### config.mk
export PLATFORM = sky130hd
export DESIGN_NAME = lzw_dict_ctrl
export DESIGN_NICKNAME = d
export VERILOG_FILES = /design/src/rtl/lzw_pkg.sv /design/src/rtl/lzw_code_alloc.sv /design/src/rtl/lzw_dict_ctrl.sv
export SDC_FILE = /design/constraint.sdc
export NUM_CORES = 1
export LEC_CHECK = 0
export CAP_MARGIN = 10
export CORE_UTILIZATION = 40
export DETAILED_ROUTE_END_ITERATION = 16
export GPL_TIMING_DRIVEN = 0
export PLACE_DENSITY = 0.69
export REMOVE_ABC_BUFFERS = 1
export SYNTH_ARGS = -nofsm -noshare
export SYNTH_HDL_FRONTEND = slang
export SYNTH_SLANG_ARGS = --single-unit
### constraint.sdc
create_clock -name clk -period 18.7 [get_ports clk]
set_input_delay 3.74 -clock clk [delete_from_list [all_inputs] [get_ports clk]]
set_output_delay 3.74 -clock clk [all_outputs]
set_load 0.1 [all_outputs]
### src/rtl/lzw_pkg.sv
// lzw_pkg: shared definitions for the LZW dictionary controller.
//   - default widths and first allocatable code
//   - controller state encoding
//   - packed main-table entry layout {valid, key, code}
package lzw_pkg;

  localparam int LZW_DATA_WIDTH = 64;
  localparam int LZW_HASH_WIDTH = 12;
  localparam int LZW_CODE_WIDTH = 12;
  localparam int FIRST_CODE     = 256;

  typedef enum logic [2:0] {
    IDLE    = 3'd0,
    HT_CHK  = 3'd1,
    CT_LK   = 3'd2,
    CT_WAIT = 3'd3,
    HT_WR   = 3'd4,
    CT_WR   = 3'd5,
    RESP    = 3'd6
  } state_t;

  typedef struct packed {
    logic                      valid;
    logic [LZW_DATA_WIDTH-1:0] key;
    logic [LZW_CODE_WIDTH-1:0] code;
  } ht_entry_t;

  // Builds a valid main-table entry from a key and its code.
  function automatic ht_entry_t make_entry(input logic [LZW_DATA_WIDTH-1:0] key,
                                           input logic [LZW_CODE_WIDTH-1:0] code);
    ht_entry_t e;
    e.valid = 1'b1;
    e.key   = key;
    e.code  = code;
    return e;
  endfunction

endpackage

### src/rtl/lzw_code_alloc.sv
// lzw_code_alloc: dictionary code allocator.
//   Holds the next code to hand out. alloc_i advances it by one unless the
//   code space is exhausted. The all-ones code is reserved and never handed
//   out, so the allocator reports full once next_code reaches it.
// Ports:
//   clk, rst       clock, asynchronous active-high reset
//   alloc_i        consume next_code_o this cycle
//   next_code_o    code that the next allocation will return
//   dict_full_o    next_code_o is the reserved all-ones value
module lzw_code_alloc #(
  parameter int CODE_WIDTH = lzw_pkg::LZW_CODE_WIDTH,
  parameter int FIRST_CODE = lzw_pkg::FIRST_CODE
) (
  input  logic                  clk,
  input  logic                  rst,
  input  logic                  alloc_i,
  output logic [CODE_WIDTH-1:0] next_code_o,
  output logic                  dict_full_o
);

  logic [CODE_WIDTH-1:0] code_q;
  logic [CODE_WIDTH-1:0] code_d;
  logic                  full_w;

  assign full_w = (code_q == {CODE_WIDTH{1'b1}});

  always_comb begin
    code_d = code_q;
    if (alloc_i && !full_w) begin
      code_d = code_q + 1'b1;
    end
  end

  always_ff @(posedge clk or posedge rst) begin
    if (rst) begin
      code_q <= CODE_WIDTH'(FIRST_CODE);
    end else begin
      code_q <= code_d;
    end
  end

  assign next_code_o = code_q;
  assign dict_full_o = full_w;

endmodule

### src/rtl/lzw_dict_ctrl.sv
// lzw_dict_ctrl: LZW dictionary lookup/insert sequencer.
//   Takes one {prefix, byte} key per request, probes the main hash table,
//   falls back to the conflict table when the main slot holds another key,
//   and either returns the stored code or allocates and inserts a new one.
// Ports:
//   clk, rst                     clock, asynchronous active-high reset
//   req_valid/req_ready          request handshake
//   req_key/req_hash/req_insert  key, its precomputed hash, insert-on-miss
//   resp_valid/resp_ready        response handshake
//   resp_hit/resp_inserted       lookup outcome
//   resp_code                    hit or new code, 0 otherwise
//   dict_full                    code space exhausted
//   ct_overflow                  sticky: insert dropped, conflict table full
//   ht_en/ht_we/ht_addr/ht_wdata main-table access (registered read RAM)
//   ht_rdata                     main-table read data {valid, key, code}
//   ct_cs/ct_we/ct_data          conflict-table access
//   ct_hash_in                   code written into the conflict table
//   ct_match                     combinational match flag
//   ct_hash_out                  matched code, one cycle after ct_match
//   ct_full                      conflict table has no free entry
// All outputs are registered.
module lzw_dict_ctrl #(
  parameter int DATA_WIDTH = lzw_pkg::LZW_DATA_WIDTH,
  parameter int HASH_WIDTH = lzw_pkg::LZW_HASH_WIDTH,
  parameter int CODE_WIDTH = lzw_pkg::LZW_CODE_WIDTH,
  parameter int FIRST_CODE = lzw_pkg::FIRST_CODE
) (
  input  logic                             clk,
  input  logic                             rst,
  input  logic                             req_valid,
  output logic                             req_ready,
  input  logic [DATA_WIDTH-1:0]            req_key,
  input  logic [HASH_WIDTH-1:0]            req_hash,
  input  logic                             req_insert,
  output logic                             resp_valid,
  input  logic                             resp_ready,
  output logic                             resp_hit,
  output logic                             resp_inserted,
  output logic [CODE_WIDTH-1:0]            resp_code,
  output logic                             dict_full,
  output logic                             ct_overflow,
  output logic                             ht_en,
  output logic                             ht_we,
  output logic [HASH_WIDTH-1:0]            ht_addr,
  output logic [DATA_WIDTH+CODE_WIDTH:0]   ht_wdata,
  input  logic [DATA_WIDTH+CODE_WIDTH:0]   ht_rdata,
  output logic                             ct_cs,
  output logic                             ct_we,
  output logic [DATA_WIDTH-1:0]            ct_data,
  output logic [HASH_WIDTH-1:0]            ct_hash_in,
  input  logic                             ct_match,
  input  logic [HASH_WIDTH-1:0]            ct_hash_out,
  input  logic                             ct_full
);

  import lzw_pkg::*;

  localparam int ENTRY_W = 1 + DATA_WIDTH + CODE_WIDTH;

  // Latched request and internal state
  state_t                  state_q;
  logic [DATA_WIDTH-1:0]   key_q;
  logic [HASH_WIDTH-1:0]   hash_q;
  logic                    insert_q;
  logic                    ht_pend_q;   // main-table read issued, data not back yet
  logic                    match_q;
  logic [CODE_WIDTH-1:0]   code_q;      // code reserved by the pending insert

  // Registered outputs
  logic                    req_ready_q;
  logic                    resp_valid_q;
  logic                    resp_hit_q;
  logic                    resp_inserted_q;
  logic [CODE_WIDTH-1:0]   resp_code_q;
  logic                    ct_overflow_q;
  logic                    ht_en_q;
  logic                    ht_we_q;
  logic [HASH_WIDTH-1:0]   ht_addr_q;
  logic [ENTRY_W-1:0]      ht_wdata_q;
  logic                    ct_cs_q;
  logic                    ct_we_q;
  logic [DATA_WIDTH-1:0]   ct_data_q;
  logic [HASH_WIDTH-1:0]   ct_hash_in_q;

  // Main-table read data fields
  logic                    rd_valid;
  logic [DATA_WIDTH-1:0]   rd_key;
  logic [CODE_WIDTH-1:0]   rd_code;
  logic                    rd_hit;

  logic [CODE_WIDTH-1:0]   next_code;
  logic                    dict_full_w;
  logic                    ht_chk_live;
  logic                    ht_ins_go;
  logic                    ct_ins_go;
  logic                    alloc;

  assign rd_valid = ht_rdata[ENTRY_W-1];
  assign rd_key   = ht_rdata[CODE_WIDTH +: DATA_WIDTH];
  assign rd_code  = ht_rdata[CODE_WIDTH-1:0];
  assign rd_hit   = rd_valid && (rd_key == key_q);

  // HT_CHK spends its first cycle waiting for the registered RAM read.
  assign ht_chk_live = (state_q == HT_CHK) && !ht_pend_q;
  assign ht_ins_go   = ht_chk_live && !rd_valid && insert_q && !dict_full_w;
  assign ct_ins_go   = (state_q == CT_WAIT) && !match_q && insert_q
                       && !dict_full_w && !ct_full;

  // The code is taken on the edge that commits to a write state, so the
  // write data and the response both carry the same value.
  assign alloc = ht_ins_go || ct_ins_go;

  lzw_code_alloc #(
    .CODE_WIDTH (CODE_WIDTH),
    .FIRST_CODE (FIRST_CODE)
  ) u_alloc (
    .clk         (clk),
    .rst         (rst),
    .alloc_i     (alloc),
    .next_code_o (next_code),
    .dict_full_o (dict_full_w)
  );

  always_ff @(posedge clk or posedge rst) begin
    if (rst) begin
      state_q         <= IDLE;
      key_q           <= '0;
      hash_q          <= '0;
      insert_q        <= 1'b0;
      ht_pend_q       <= 1'b0;
      match_q         <= 1'b0;
      code_q          <= '0;
      req_ready_q     <= 1'b0;
      resp_valid_q    <= 1'b0;
      resp_hit_q      <= 1'b0;
      resp_inserted_q <= 1'b0;
      resp_code_q     <= '0;
      ct_overflow_q   <= 1'b0;
      ht_en_q         <= 1'b0;
      ht_we_q         <= 1'b0;
      ht_addr_q       <= '0;
      ht_wdata_q      <= '0;
      ct_cs_q         <= 1'b0;
      ct_we_q         <= 1'b0;
      ct_data_q       <= '0;
      ct_hash_in_q    <= '0;
    end else begin
      case (state_q)
        IDLE: begin
          req_ready_q <= 1'b1;
          if (req_valid && req_ready_q) begin
            req_ready_q <= 1'b0;
            key_q       <= req_key;
            hash_q      <= req_hash;
            insert_q    <= req_insert;
            ht_en_q     <= 1'b1;
            ht_we_q     <= 1'b0;
            ht_addr_q   <= req_hash;
            ht_pend_q   <= 1'b1;
            state_q     <= HT_CHK;
          end
        end

        HT_CHK: begin
          if (ht_pend_q) begin
            ht_en_q   <= 1'b0;
            ht_pend_q <= 1'b0;
          end else if (rd_hit) begin
            resp_valid_q    <= 1'b1;
            resp_hit_q      <= 1'b1;
            resp_inserted_q <= 1'b0;
            resp_code_q     <= rd_code;
            state_q         <= RESP;
          end else if (!rd_valid) begin
            if (ht_ins_go) begin
              ht_en_q    <= 1'b1;
              ht_we_q    <= 1'b1;
              ht_addr_q  <= hash_q;
              ht_wdata_q <= {1'b1, key_q, next_code};
              code_q     <= next_code;
              state_q    <= HT_WR;
            end else begin
              resp_valid_q    <= 1'b1;
              resp_hit_q      <= 1'b0;
              resp_inserted_q <= 1'b0;
              resp_code_q     <= '0;
              state_q         <= RESP;
            end
          end else begin
            // Slot taken by a different key: try the conflict table.
            ct_cs_q   <= 1'b1;
            ct_we_q   <= 1'b0;
            ct_data_q <= key_q;
            state_q   <= CT_LK;
          end
        end

        CT_LK: begin
          match_q <= ct_match;
          state_q <= CT_WAIT;
        end

        CT_WAIT: begin
          if (match_q) begin
            ct_cs_q         <= 1'b0;
            resp_valid_q    <= 1'b1;
            resp_hit_q      <= 1'b1;
            resp_inserted_q <= 1'b0;
            resp_code_q     <= ct_hash_out;
            state_q         <= RESP;
          end else if (ct_ins_go) begin
            ct_we_q      <= 1'b1;
            ct_hash_in_q <= next_code;
            code_q       <= next_code;
            state_q      <= CT_WR;
          end else begin
            if (insert_q && !dict_full_w && ct_full) begin
              ct_overflow_q <= 1'b1;
            end
            ct_cs_q         <= 1'b0;
            resp_valid_q    <= 1'b1;
            resp_hit_q      <= 1'b0;
            resp_inserted_q <= 1'b0;
            resp_code_q     <= '0;
            state_q         <= RESP;
          end
        end

        HT_WR: begin
          ht_en_q         <= 1'b0;
          ht_we_q         <= 1'b0;
          resp_valid_q    <= 1'b1;
          resp_hit_q      <= 1'b0;
          resp_inserted_q <= 1'b1;
          resp_code_q     <= code_q;
          state_q         <= RESP;
        end

        CT_WR: begin
          ct_cs_q         <= 1'b0;
          ct_we_q         <= 1'b0;
          resp_valid_q    <= 1'b1;
          resp_hit_q      <= 1'b0;
          resp_inserted_q <= 1'b1;
          resp_code_q     <= code_q;
          state_q         <= RESP;
        end

        RESP: begin
          if (resp_ready) begin
            resp_valid_q    <= 1'b0;
            resp_hit_q      <= 1'b0;
            resp_inserted_q <= 1'b0;
            resp_code_q     <= '0;
            req_ready_q     <= 1'b1;
            state_q         <= IDLE;
          end
        end

        default: begin
          state_q <= IDLE;
        end
      endcase
    end
  end

  assign req_ready     = req_ready_q;
  assign resp_valid    = resp_valid_q;
  assign resp_hit      = resp_hit_q;
  assign resp_inserted = resp_inserted_q;
  assign resp_code     = resp_code_q;
  assign dict_full     = dict_full_w;
  assign ct_overflow   = ct_overflow_q;
  assign ht_en         = ht_en_q;
  assign ht_we         = ht_we_q;
  assign ht_addr       = ht_addr_q;
  assign ht_wdata      = ht_wdata_q;
  assign ct_cs         = ct_cs_q;
  assign ct_we         = ct_we_q;
  assign ct_data       = ct_data_q;
  assign ct_hash_in    = ct_hash_in_q;

endmodule

* Word level (Yosys, flattened, before mapping)
Index checks and enable logic that the tools add are counted.
Operators by class: reduce and logical (&&, ||, !) cells 42, equal/unequal tests 23, bitwise gates (word level) 5, muxes and demuxes 72, $add $sub $neg 1
Operators by type and width (number):
- two-way mux 12 bit | 18
- equality test 64 bit | 1
- case mux 12 bit (2 select lines) | 2
- case mux 12 bit (4 select lines) | 1
- two-way mux 1 bit | 33
- AND reduction 6 bit | 4
- != test 2 bit (second input constant) | 9
- != test 3 bit (second input constant) | 6
- case mux 3 bit (6 select lines) | 1
- two-way mux 3 bit | 5
- AND reduction 5 bit | 3
- logical AND 1 bit | 13
- adder 12 x 1 -> 12 bit (second input constant) | 1
- equality test 12 bit (second input constant) | 1
- case mux 1 bit (3 select lines) | 4
- case mux 1 bit (4 select lines) | 3
- equality test 3 bit (second input constant) | 3
- AND reduction 4 bit | 2
- AND reduction 7 bit | 1
- equality test 3 x 2 -> 1 bit (second input constant) | 2
- two-way mux 2 bit | 3
- AND reduction 2 bit | 3
- AND reduction 3 bit | 2
- nonzero test 2 bit | 3
- 9 further kinds | 19
Storage, ports and cells: bits of input ports 172, logic and storage cells 165, register bits 292

* Depth between registers and ports, before layout
word-level depth 10, mapped depth 9

* Hierarchy
Synthesis repeated with hierarchy kept, for this count alone.
Second synthesis, totals: cells, all modules 1059, area total of the unflattened synthesis 12660.9 µm²
Modules (own cells, without submodules):
- lzw_dict_ctrl | cells each 994, times used 1, area an instance 12019.0 µm², seq. area each 7006.7 µm²
- lzw_code_alloc | cells each 65, times used 1, area an instance 641.9 µm², seq. area each 301.5 µm²

* Worst setup path before layout
OpenSTA, ideal clock, no wires.
path type flip-flop to output port, start point register u_alloc.code_q[8] (netlist: u_alloc.next_code_o[8]), end point output dict_full, slack 12106 ps, data required time 14960 ps, arrival 2854 ps, path buffers 0, stages on the path, launching flop included 3, path through dfstp_2 -> nand4_1 -> nor3_1
On the way: cells in the longest elaborated chain, start to end 1
Ends and longest elaborated chain:
- from (decl) | line lzw_code_alloc.sv:21 | logic [CODE_WIDTH-1:0] code_q;
- from (signal assigned) | line lzw_code_alloc.sv:36 | code_q <= CODE_WIDTH'(FIRST_CODE);
- from (signal assigned) | line lzw_code_alloc.sv:38 | code_q <= code_d;
- equality test 12 bit | line lzw_code_alloc.sv:25 | assign full_w = (code_q == {CODE_WIDTH{1'b1}});
- to (decl) | line lzw_dict_ctrl.sv:40 | output logic dict_full,
Every way passes these cells.

* Final worst setup path
start point input ht_rdata[70], end point register ct_data_q[4] (netlist: ct_data[4])
On the way: cells in the longest elaborated chain, start to end 4
Ends and longest elaborated chain:
- from (decl) | line lzw_dict_ctrl.sv:46 | input logic [DATA_WIDTH+CODE_WIDTH:0] ht_rdata,
- equality test 64 bit | line lzw_dict_ctrl.sv:101 | assign rd_hit = rd_valid && (rd_key == key_q);
- logical AND 1 bit | line lzw_dict_ctrl.sv:101
- inverter 1 bit (no line)
- AND reduction 4 bit (no line)
- to (signal assigned) | line lzw_dict_ctrl.sv:193 | ct_data_q <= key_q;
- to (decl) | line lzw_dict_ctrl.sv:82 | logic [DATA_WIDTH-1:0] ct_data_q;
Every way passes these cells. A chain may end at the register's enable or synchronous reset.

==> summary.txt <==
Synth
  – Post-synth top area cell: dfrtp_1
  – Netlist cell types: 49
  – Post-synthesis sequential area ratio: 0.600
  – #FFs+latches synth: 292
  – Synth warn: 0
  – Fraction of registers with async set/reset: 1.00
  – Top FF cell, synth: dfrtp_1
  – Post-Syn Area: 12200 µm²
  – Synth top area cells: dfrtp_1 60%, mux2_2 15%, nand2_1 8.9%, xnor2_1 5.0%, nand4_1 1.1%
  – Syn Area/Cell: 11.7 µm²
  – Top cell type's share of synthesized area: 0.598
  – Cell count after synthesis: 1038
  – Post-synth EDFFs: 0

Placement
  – # port buffers: 358
  – Placed Area: 16300 µm²
  – DP HPWL: 24.0 mm
  – RePlAce Congestion: 0.770
  – Dpl cells: 1751

Critical path
  – Cell chain of the critical path: clkdlybuf4s50_1 -> xnor2_1 -> nand4_1 -> nor4_1 -> nand4_1 -> nand3_4 -> buf_12 -> mux2_2
  – Crit path top cell by count: nand4_1
  – Setup CP Type: primary input to register
  – CP Capture Type: register
  – Slowest Stage Delay on Critical Path: 900 ps
  – Crit path launch type: primary input
  – Worst Path Max Fanout: 34
  – Crit path arrival time: 7790 ps
  – CP required: 19120 ps
  – CP max stage cell: nand4_1

GRT
  – GRT Overall Usage: 0.216
  – Number of global-route vias before repair: 9287
  – Total congestion overflow: 0
  – GRT busiest layer: met2
  – Initial antenna violation count: 1
  – GR met3 Demand/Resource: 0.0726
  – Met2 usage: 0.365
  – First-pass GRT wire length: 52.6 mm
  – Largest net degree at the start of global routing: 129
  – Met1 GRT Util: 0.264

STA
  – Final hold vios: 0
  – Final min period: 7360 ps
  – Max Clock Freq: 136 MHz
  – Setup Skew: 19.6 ps
  – Actual slew at the worst max-slew pin: 1150 ps
  – Worst rel slew slack: 0.224
  – Fin Setup TNS: 0 ps
  – Final setup fails: 0
  – RSZ-0062 raised after global routing: false
  – Final Max Slew Viols: 0
  – Fin crit share: 0.394

Floorplanning
  – IO Pins: 359
  – Die ar.: 31200 µm²
  – Row cnt: 63
  – Chip height: 177 µm
  – Initial Utilization: 0.409
  – Die Span X: 177 µm
  – Core Area: 29800 µm²

Route
  – Routed wire length: 33.4 mm
  – Drt first pass iters: 4
  – Initial drt markers: 452
  – # DRC: 0
  – DR WL/cell: 18.5 µm
  – ANT nets after route: 0
  – Via density: 4.94
  – Via Count: 8935

Flow run
  – Max cap viols: 0

Clock tree
  – Insertion delay to the later sink of the worst-skew pair: 550 ps
  – Total CTS buffers: 31
  – Maximum clock path buffer count: 3
  – Clock Sinks: 292
  – Cts repair resizes: 0
  – # hold bufs at CTS: 0
  – Post-CTS setup buffer count: 0
  – H-Tree Depth: 1
  – Root Driver: clkbuf_16
  – CTS tree: built
  – Clk pin slew, worst setup/hold paths: 60 ps

Status
  – Status: complete, no violations

Power and ir drop
  – Pleak: 0.00777 µW
  – Clock power share: 0.167
  – P_int: 1680 µW
  – Worst VDD drop: 0.124 mV
  – Combinational Power Share: 0.521
  – Sw frac: 0.499
  – Sw Pwr: 1680 µW
  – Reg power frac: 0.312
  – Power Dens Cells: 195 nW/µm²

Final layout
  – Most frequent cells in the layout: 358 x clkdlybuf4s50_1, 291 x dfrtp_1, 289 x nand2_1, 166 x mux2_2, 69 x xnor2_1
  – Share of cells above drive strength 1: 0.169
  – Most common cell after layout, fill and taps aside: clkdlybuf4s50_1
  – Area Growth Syn to Fin: 41.5%
  – Final net count: 1567
  – Post-route non-filler standard cell count: 1808
  – Design Area, Final: 17200 µm²

Min path
  – Hold/Removal Path Class: register to register
## routing by layer
layer  up-vias  wire, µm
li1       4206         -
met1      4400     13500
met2       284     16200
met3        45      3010
met4         0       697
met5         -         0
## final cells by class
type / count / area, µm²
fill: 2517 / 12600
sequential: 292 / 7310
multi-input combinational: 683 / 4630
timing repair buffer: 377 / 3860
clock buffer: 49 / 873
tap: 390 / 488
inverter: 9 / 41.3
clock inverter: 7 / 37.5
antenna: 1 / 2.50
## registers in the layout, indices dropped and copies added (netlist names), 3 cells and up
name,count
ht_wdata,77
u_alloc.next_code_o,12
resp_code,12
ht_addr,12
hash_q,12
code_q,12
ct_data,64
key_q,64
state_q,3
ct_hash_in,12
## path summary, 6_finish.rpt
| check | startpoint | endpoint | slack [ps] | depth (start not counted) |
|---|---|---|---|---|
| max | ht_rdata[70] | ct_data[4] | 11340 | 8 |
| min | ct_overflow | ct_overflow | 460 | 1 |
| min in group asynchronous | rst | ht_wdata[9] | 3620 | 2 |
| min reg2reg | ct_overflow | ct_overflow | 460 | 1 |
| max in group asynchronous | rst | ct_data[1] | 14110 | 3 |
| max reg2reg | key_q[58] | ct_data[4] | 14540 | 7 |
## critical path, delay by kind of cell
kind / cells / cell delay (ps)
xor gates and xnor gates: 1 / 130
buffers and inverters: 2 / 780
muxes: 1 / 360
and+or+nand+nor: 4 / 2740
## power by group through the flow
stage	clock, µW	combinational (µW)	sequential (µW)
after floorplan	0	403	1940
after global placement	0	1750	1050
after detailed placement	0	1760	1060
after CTS	574	1760	1050
after global routing	598	1820	1080
final	559	1750	1050
## cells in the mapped netlist (all sizes together), types with 7 or more instances
master	count
o21ai	18
a22oi	12
dfrtp	291
xnor2	69
buf	25
nor3	7
a21oi	16
inv	9
clkbuf	29
mux2	166
nand2	290
mux2i	12
nor2	22
nand4	22
nand3	9
## through the flow
| stage | setup WS (ps) | util | power (µW) | hold slack [ps] |
|---|---|---|---|---|
| 2_1_floorplan | 6900 | - | 2350 | 439 |
| 3_3_place_gp | 3110 | 0.537 | 2800 | 445 |
| 6_report | 11340 | 0.579 | 3360 | 459 |
| 5_1_grt | 11100 | 0.579 | 3500 | 476 |
| 3_5_place_dp | 10700 | 0.548 | 2810 | 452 |
| 4_1_cts | 11270 | 0.579 | 3380 | 463 |
## cell families after synthesis
group | synth area share
compound gates | 0.0363
xor+xnor | 0.0532
fa+ha+maj | 0.00103
buf+inv | 0.0223
flops | 0.600
mux | 0.163
simple gates | 0.124
Note: power is estimated with default switching activity, not from simulation.
